$ cat config.mk
export PLATFORM = sky130hd
export DESIGN_NAME = config_chain_loader
export DESIGN_NICKNAME = d
export VERILOG_FILES = /design/src/rtl/config_chain_loader.sv
export SDC_FILE = /design/constraint.sdc
export NUM_CORES = 1
export LEC_CHECK = 0
export BUFFER_PORTS_ARGS = -buffer_cell sky130_fd_sc_hd__buf_2
export CORE_MARGIN = 2
export CORE_UTILIZATION = 47
export CTS_CLUSTER_DIAMETER = 100
export DETAILED_ROUTE_END_ITERATION = 8
export GPL_TIMING_DRIVEN = 0
export PLACE_DENSITY = 0.66
export SLEW_MARGIN = 20
export SYNTH_ARGS = -nofsm -noshare
export SYNTH_HDL_FRONTEND = slang
export SYNTH_SLANG_ARGS = --single-unit
$ cat constraint.sdc
create_clock -name clock -period 3 [get_ports clock]
set_clock_uncertainty 0.1 [all_clocks]
set_input_delay 0.15 -clock clock [delete_from_list [all_inputs] [get_ports clock]]
set_output_delay 0.15 -clock clock [all_outputs]
set_load 0.005 [all_outputs]
$ cat src/rtl/config_chain_loader.sv
// Serial configuration chain loader for an IO line: clears the chain, streams CHAIN_LEN bits LSB-first
// from a valid/ready word source and checks chain integrity from the returned config_out.
module config_chain_loader #(
    parameter int CHAIN_LEN    = 640,
    parameter int WORD_W       = 32,
    parameter int CLEAR_CYCLES = 4
) (
    input  logic                             clock,
    input  logic                             reset,
    input  logic                             start,
    input  logic [WORD_W-1:0]                word_data,
    input  logic                             word_valid,
    output logic                             word_ready,
    output logic                             busy,
    output logic                             done,
    output logic                             error,
    output logic [$clog2(CHAIN_LEN+1)-1:0]   bit_count,
    output logic                             config_in,
    output logic                             config_enable,
    output logic                             config_nreset,
    input  logic                             config_out
);

    localparam int BC_W  = $clog2(CHAIN_LEN + 1);
    localparam int WORDS = (CHAIN_LEN + WORD_W - 1) / WORD_W;
    localparam int WC_W  = $clog2(WORDS + 1);
    localparam int BB_W  = $clog2(WORD_W + 1);
    localparam int CC_W  = $clog2(CLEAR_CYCLES + 1);
    localparam int TAIL  = (CHAIN_LEN % WORD_W == 0) ? WORD_W : (CHAIN_LEN % WORD_W);

    typedef enum logic [1:0] {IDLE, CLEAR, LOAD, CHECK} state_t;

    state_t            state, state_nxt;
    logic [CC_W-1:0]   clr_cnt, clr_cnt_nxt;
    logic [WORD_W-1:0] buf_data;
    logic [BB_W-1:0]   buf_bits, buf_bits_nxt;
    logic [WC_W-1:0]   words_acc, words_acc_nxt;
    logic              first_bit;

    logic              go, shift, accept, last_word;
    logic              word_ready_nxt, busy_nxt, done_nxt, error_nxt;
    logic [BC_W-1:0]   bit_count_nxt;
    logic              config_in_nxt, config_enable_nxt, config_nreset_nxt;

    always_ff @(posedge clock) begin
        if (reset) state <= IDLE;
        else       state <= state_nxt;
    end

    // A start coinciding with the done pulse belongs to the load just finished and is dropped.
    always_comb begin
        state_nxt = state;
        unique case (state)
            IDLE:    if (start && !done) state_nxt = CLEAR;
            CLEAR:   if (clr_cnt == CC_W'(CLEAR_CYCLES - 1)) state_nxt = LOAD;
            LOAD:    if (bit_count == BC_W'(CHAIN_LEN)) state_nxt = CHECK;
            CHECK:   state_nxt = IDLE;
            default: state_nxt = IDLE;
        endcase
    end

    always_comb begin
        go        = (state == IDLE) && start && !done;
        shift     = (state == LOAD) && (buf_bits != '0);
        accept    = (state == LOAD) && word_valid && word_ready;
        last_word = (words_acc == WC_W'(WORDS - 1));

        buf_bits_nxt = buf_bits;
        if (accept)     buf_bits_nxt = last_word ? BB_W'(TAIL) : BB_W'(WORD_W);
        else if (shift) buf_bits_nxt = buf_bits - 1'b1;

        words_acc_nxt = go ? '0 : words_acc + WC_W'(accept);
        clr_cnt_nxt   = (state == CLEAR) ? clr_cnt + 1'b1 : '0;

        // Ready one cycle ahead: a buffer holding a single bit drains in the same cycle a new word lands.
        word_ready_nxt = (state_nxt == LOAD) && (words_acc_nxt != WC_W'(WORDS)) &&
                         (buf_bits_nxt <= BB_W'(1));

        busy_nxt          = (state_nxt != IDLE);
        done_nxt          = (state == CHECK);
        config_nreset_nxt = (state_nxt != CLEAR);
        config_enable_nxt = shift;
        config_in_nxt     = shift & buf_data[0];
        bit_count_nxt     = go ? '0 : bit_count + BC_W'(shift);

        // During a shift the chain end must still show cleared zeros; after the last shift it must show first_bit.
        error_nxt = go ? 1'b0 :
                    (error | (config_enable & config_out) |
                     ((state == CHECK) & (config_out != first_bit)));
    end

    always_ff @(posedge clock) begin
        if (reset) begin
            word_ready    <= 1'b0;
            busy          <= 1'b0;
            done          <= 1'b0;
            error         <= 1'b0;
            bit_count     <= '0;
            config_in     <= 1'b0;
            config_enable <= 1'b0;
            config_nreset <= 1'b1;
            clr_cnt       <= '0;
            buf_bits      <= '0;
            words_acc     <= '0;
        end else begin
            word_ready    <= word_ready_nxt;
            busy          <= busy_nxt;
            done          <= done_nxt;
            error         <= error_nxt;
            bit_count     <= bit_count_nxt;
            config_in     <= config_in_nxt;
            config_enable <= config_enable_nxt;
            config_nreset <= config_nreset_nxt;
            clr_cnt       <= clr_cnt_nxt;
            buf_bits      <= buf_bits_nxt;
            words_acc     <= words_acc_nxt;
        end
    end

    always_ff @(posedge clock) begin
        if (accept)     buf_data <= word_data;
        else if (shift) buf_data <= buf_data >> 1;
        if (accept && (words_acc == '0)) first_bit <= word_data[0];
    end

endmodule
==> impl_results.md <==
- TritonRoute pass-1 iters: 4
- ANT nets after route: 0
- Max-Cap Viols: 0
- Hold Vio Cnt, Final: 0
- Via count: 2341
- Critical path's slowest cell: dfxtp_1
- Fin crit period: 2440 ps
- CP cell instances: nor2b_1 > buf_6 > nand3_4 > clkinv_2 > buf_2 > ha_1 > ha_1 > xnor2_1 > nor2_1 > nand4_1 > nand4_1 > nor3_2
- WP data required: 3160 ps
- Post-synthesis sequential area ratio: 0.576
- Total gr overflow: 0
- Clock Path Buffers: 2
- Antenna violations before repair: 0
- Diodes inserted: 0
- CP endpoint kind: flop
- Post-Syn Instances: 296
- DRT Wirelength: 5.90 mm
- Synth Cell Area: 2870 um2
- Vias in the first global route: 2054
- # setup viols final: 0
- Port buffer count: 53
- Final Slew Violations: 0
- Final worst slack: 556 ps
- Commonest non-fill, non-tap cell in the layout: nand2_1
- Number of DRC markers in iteration 0: 101
- CTS clk-pin slew, worst paths: 60 ps
- Routed length per instance: 12.4 um
- DRC viols: 0
- Final period utilization: 0.815
- TritonCTS clock tree: built
- RePlAce Congestion: 0.870
- Worst slack at placement: 575 ps
- Synth Register Bits: 66
- Filler instances: 516
- Rows: 28
- IO Pins: 54
- RSZ-0062 raised after global routing: no
- Worst slew pin tran: 746 ps
- Die Ht: 82.1 um
- First-pass GRT wire length: 9.16 mm
- Total track usage: 0.186
- Post-Syn Area per Cell: 9.69 um2
- Status: complete, no violations
- Area grow syn2layout: 29.8%
- Via-to-Cell Ratio: 4.94
- # resized after CTS: 0
- Inserted Clock Buffers: 9
- Clock sink count: 66
- Setup TNS: 0 ps
- Max Fclk: 409 MHz
- Mapped Nets: 341
- Yosys warns: 0
- Largest cells by area after synthesis: edfxtp_1, dfxtp_1, nand2_1, nor2_1, ha_1
- Die Wd: 82.1 um
- Starting Density: 0.484
- Root Driver: clkbuf_8
- HP Class: input port to flop
- Largest net degree at the start of global routing: 33
- Top-area cell type share of the netlist area: 0.346
- Setup CP Type: flop to flop
- Cell variety after synth: 42
- Slowest stage delay, CP: 420 ps
- Post-layout nets: 439
- DP Wirelength: 3.82 mm
- PD cells: 435 nW/um2
- Critical Path AT: 2610 ps
- Htree depth: 3
- Area of the core: 5920 um2
- P_leak: 0.00166 uW
- Slew HR: 0.501
- Worst Path Max Fanout: 10
- Worst-skew pair later-pin latency: 340 ps
- Share of cells above drive strength 1: 0.203
- VDD IR max: 0.282 mV
- Die area: 6740 um2
- Commonest cells after routing, fill and taps aside: nand2_1, buf_2, dlygate4sd3_1
- Startpoint types: flop
- Cell type with the highest aggregate area in the netlist: edfxtp_1
-- sequential cells by signal, summed over array words and instances (netlist names), 2 cells and up --
name and cells:
buf_bits 6, bit_count 10, clr_cnt 3, words_acc 5, state 2, buf_data 32
-- worst max-delay path, delay by kind of cell (launching register included) --
| family | cells | cell delay [ps] |
|---|---|---|
| and+or+nand+nor | 6 | 800 |
| DFF | 1 | 420 |
| buffers and inverters | 3 | 480 |
| adders and majority gates | 2 | 390 |
| xor gates and xnor gates | 1 | 160 |
-- synth_stat cells (all sizes together) --
library cell / n
nor4b: 2
xor2: 9
a311oi: 1
ha: 8
xnor2: 4
a41oi: 1
buf: 6
or2b: 1
nor2: 29
nor4: 2
nor3: 6
and3: 3
o31ai: 1
edfxtp: 33
or3: 1
a41o: 2
nor3b: 1
clkinv: 1
nand3: 10
inv: 8
o21ai: 3
and2: 6
clkbuf: 4
nand2b: 1
nand2: 101
mux2: 1
or2: 1
a31oi: 1
a21oi: 5
or4: 1
or4b: 1
nor2b: 4
dfxtp: 33
nand4: 4
a211oi: 1
-- cell families (layout without fill, tap and decap cells) --
kind of cell               count (synthesis)  count (layout)  share of synthesized area
AOI/OAI and AO/OA                         15              15                     0.0401
xor gates and xnor gates                  13              13                     0.0397
adders and majority gates                  8               8                     0.0349
buffers and inverters                     19             122                     0.0336
DFF                                       66              66                      0.576
muxes                                      1               1                    0.00523
and+or+nand+nor                          174             174                      0.271
-- through the flow --
stage / util / area (um2) / hold slack, ps / cells / total power, uW
6_report: 0.629 / 3720 / 146 / 474 / 1620
3_5_place_dp: 0.545 / 3230 / 249 / 424 / 1010
4_1_cts: 0.629 / 3720 / 138 / 474 / 1640
3_3_place_gp: 0.545 / 3230 / 255 / 424 / 1010
5_1_grt: 0.629 / 3720 / 149 / 474 / 1690
2_1_floorplan: - / 2870 / 130 / 296 / 977
-- final cells by class --
class                   count  area (um2)  area share
flip-flops and latches     66        1650       0.444
multi-input cells         211        1120       0.302
repair buffers             87         606       0.163
clock buffers              11         131      0.0353
well taps                  75        93.8      0.0252
plain buffers              10        58.8      0.0158
inverters                   9        37.5      0.0101
clock inverters             5        21.3     0.00571
-- report_power, final --
group	switching, uW	total [uW]	internal [uW]
clock network	306	595	289
logic	26.7	78.9	52.2
registers	2.45	944	942
-- worst paths after layout --
path | from | endpoint | slack (ps) | cells after the start
max | state[1] | word_ready | 560 | 12
min | word_valid | buf_data[0] | 150 | 4
max reg2reg | state[1] | word_ready | 560 | 12
min reg2reg | clr_cnt[0] | clr_cnt[0] | 330 | 1
-- what timing repair did --
action	CTS	global route
hold buffers	34	0
setup buffers	0	0
hold endpoints to repair	36	0
endpoints found under the setup margin	0	0
-- per-layer routing --
metal / routed length [um] / GRT usage / share of wire
met5: 0 / 0 / 0
met4: 144 / 0.100 / 0.024
met3: 200 / 0.0424 / 0.034
met2: 2840 / 0.291 / 0.48
met1: 2710 / 0.240 / 0.46
Note: power is estimated with default switching activity, not from simulation.
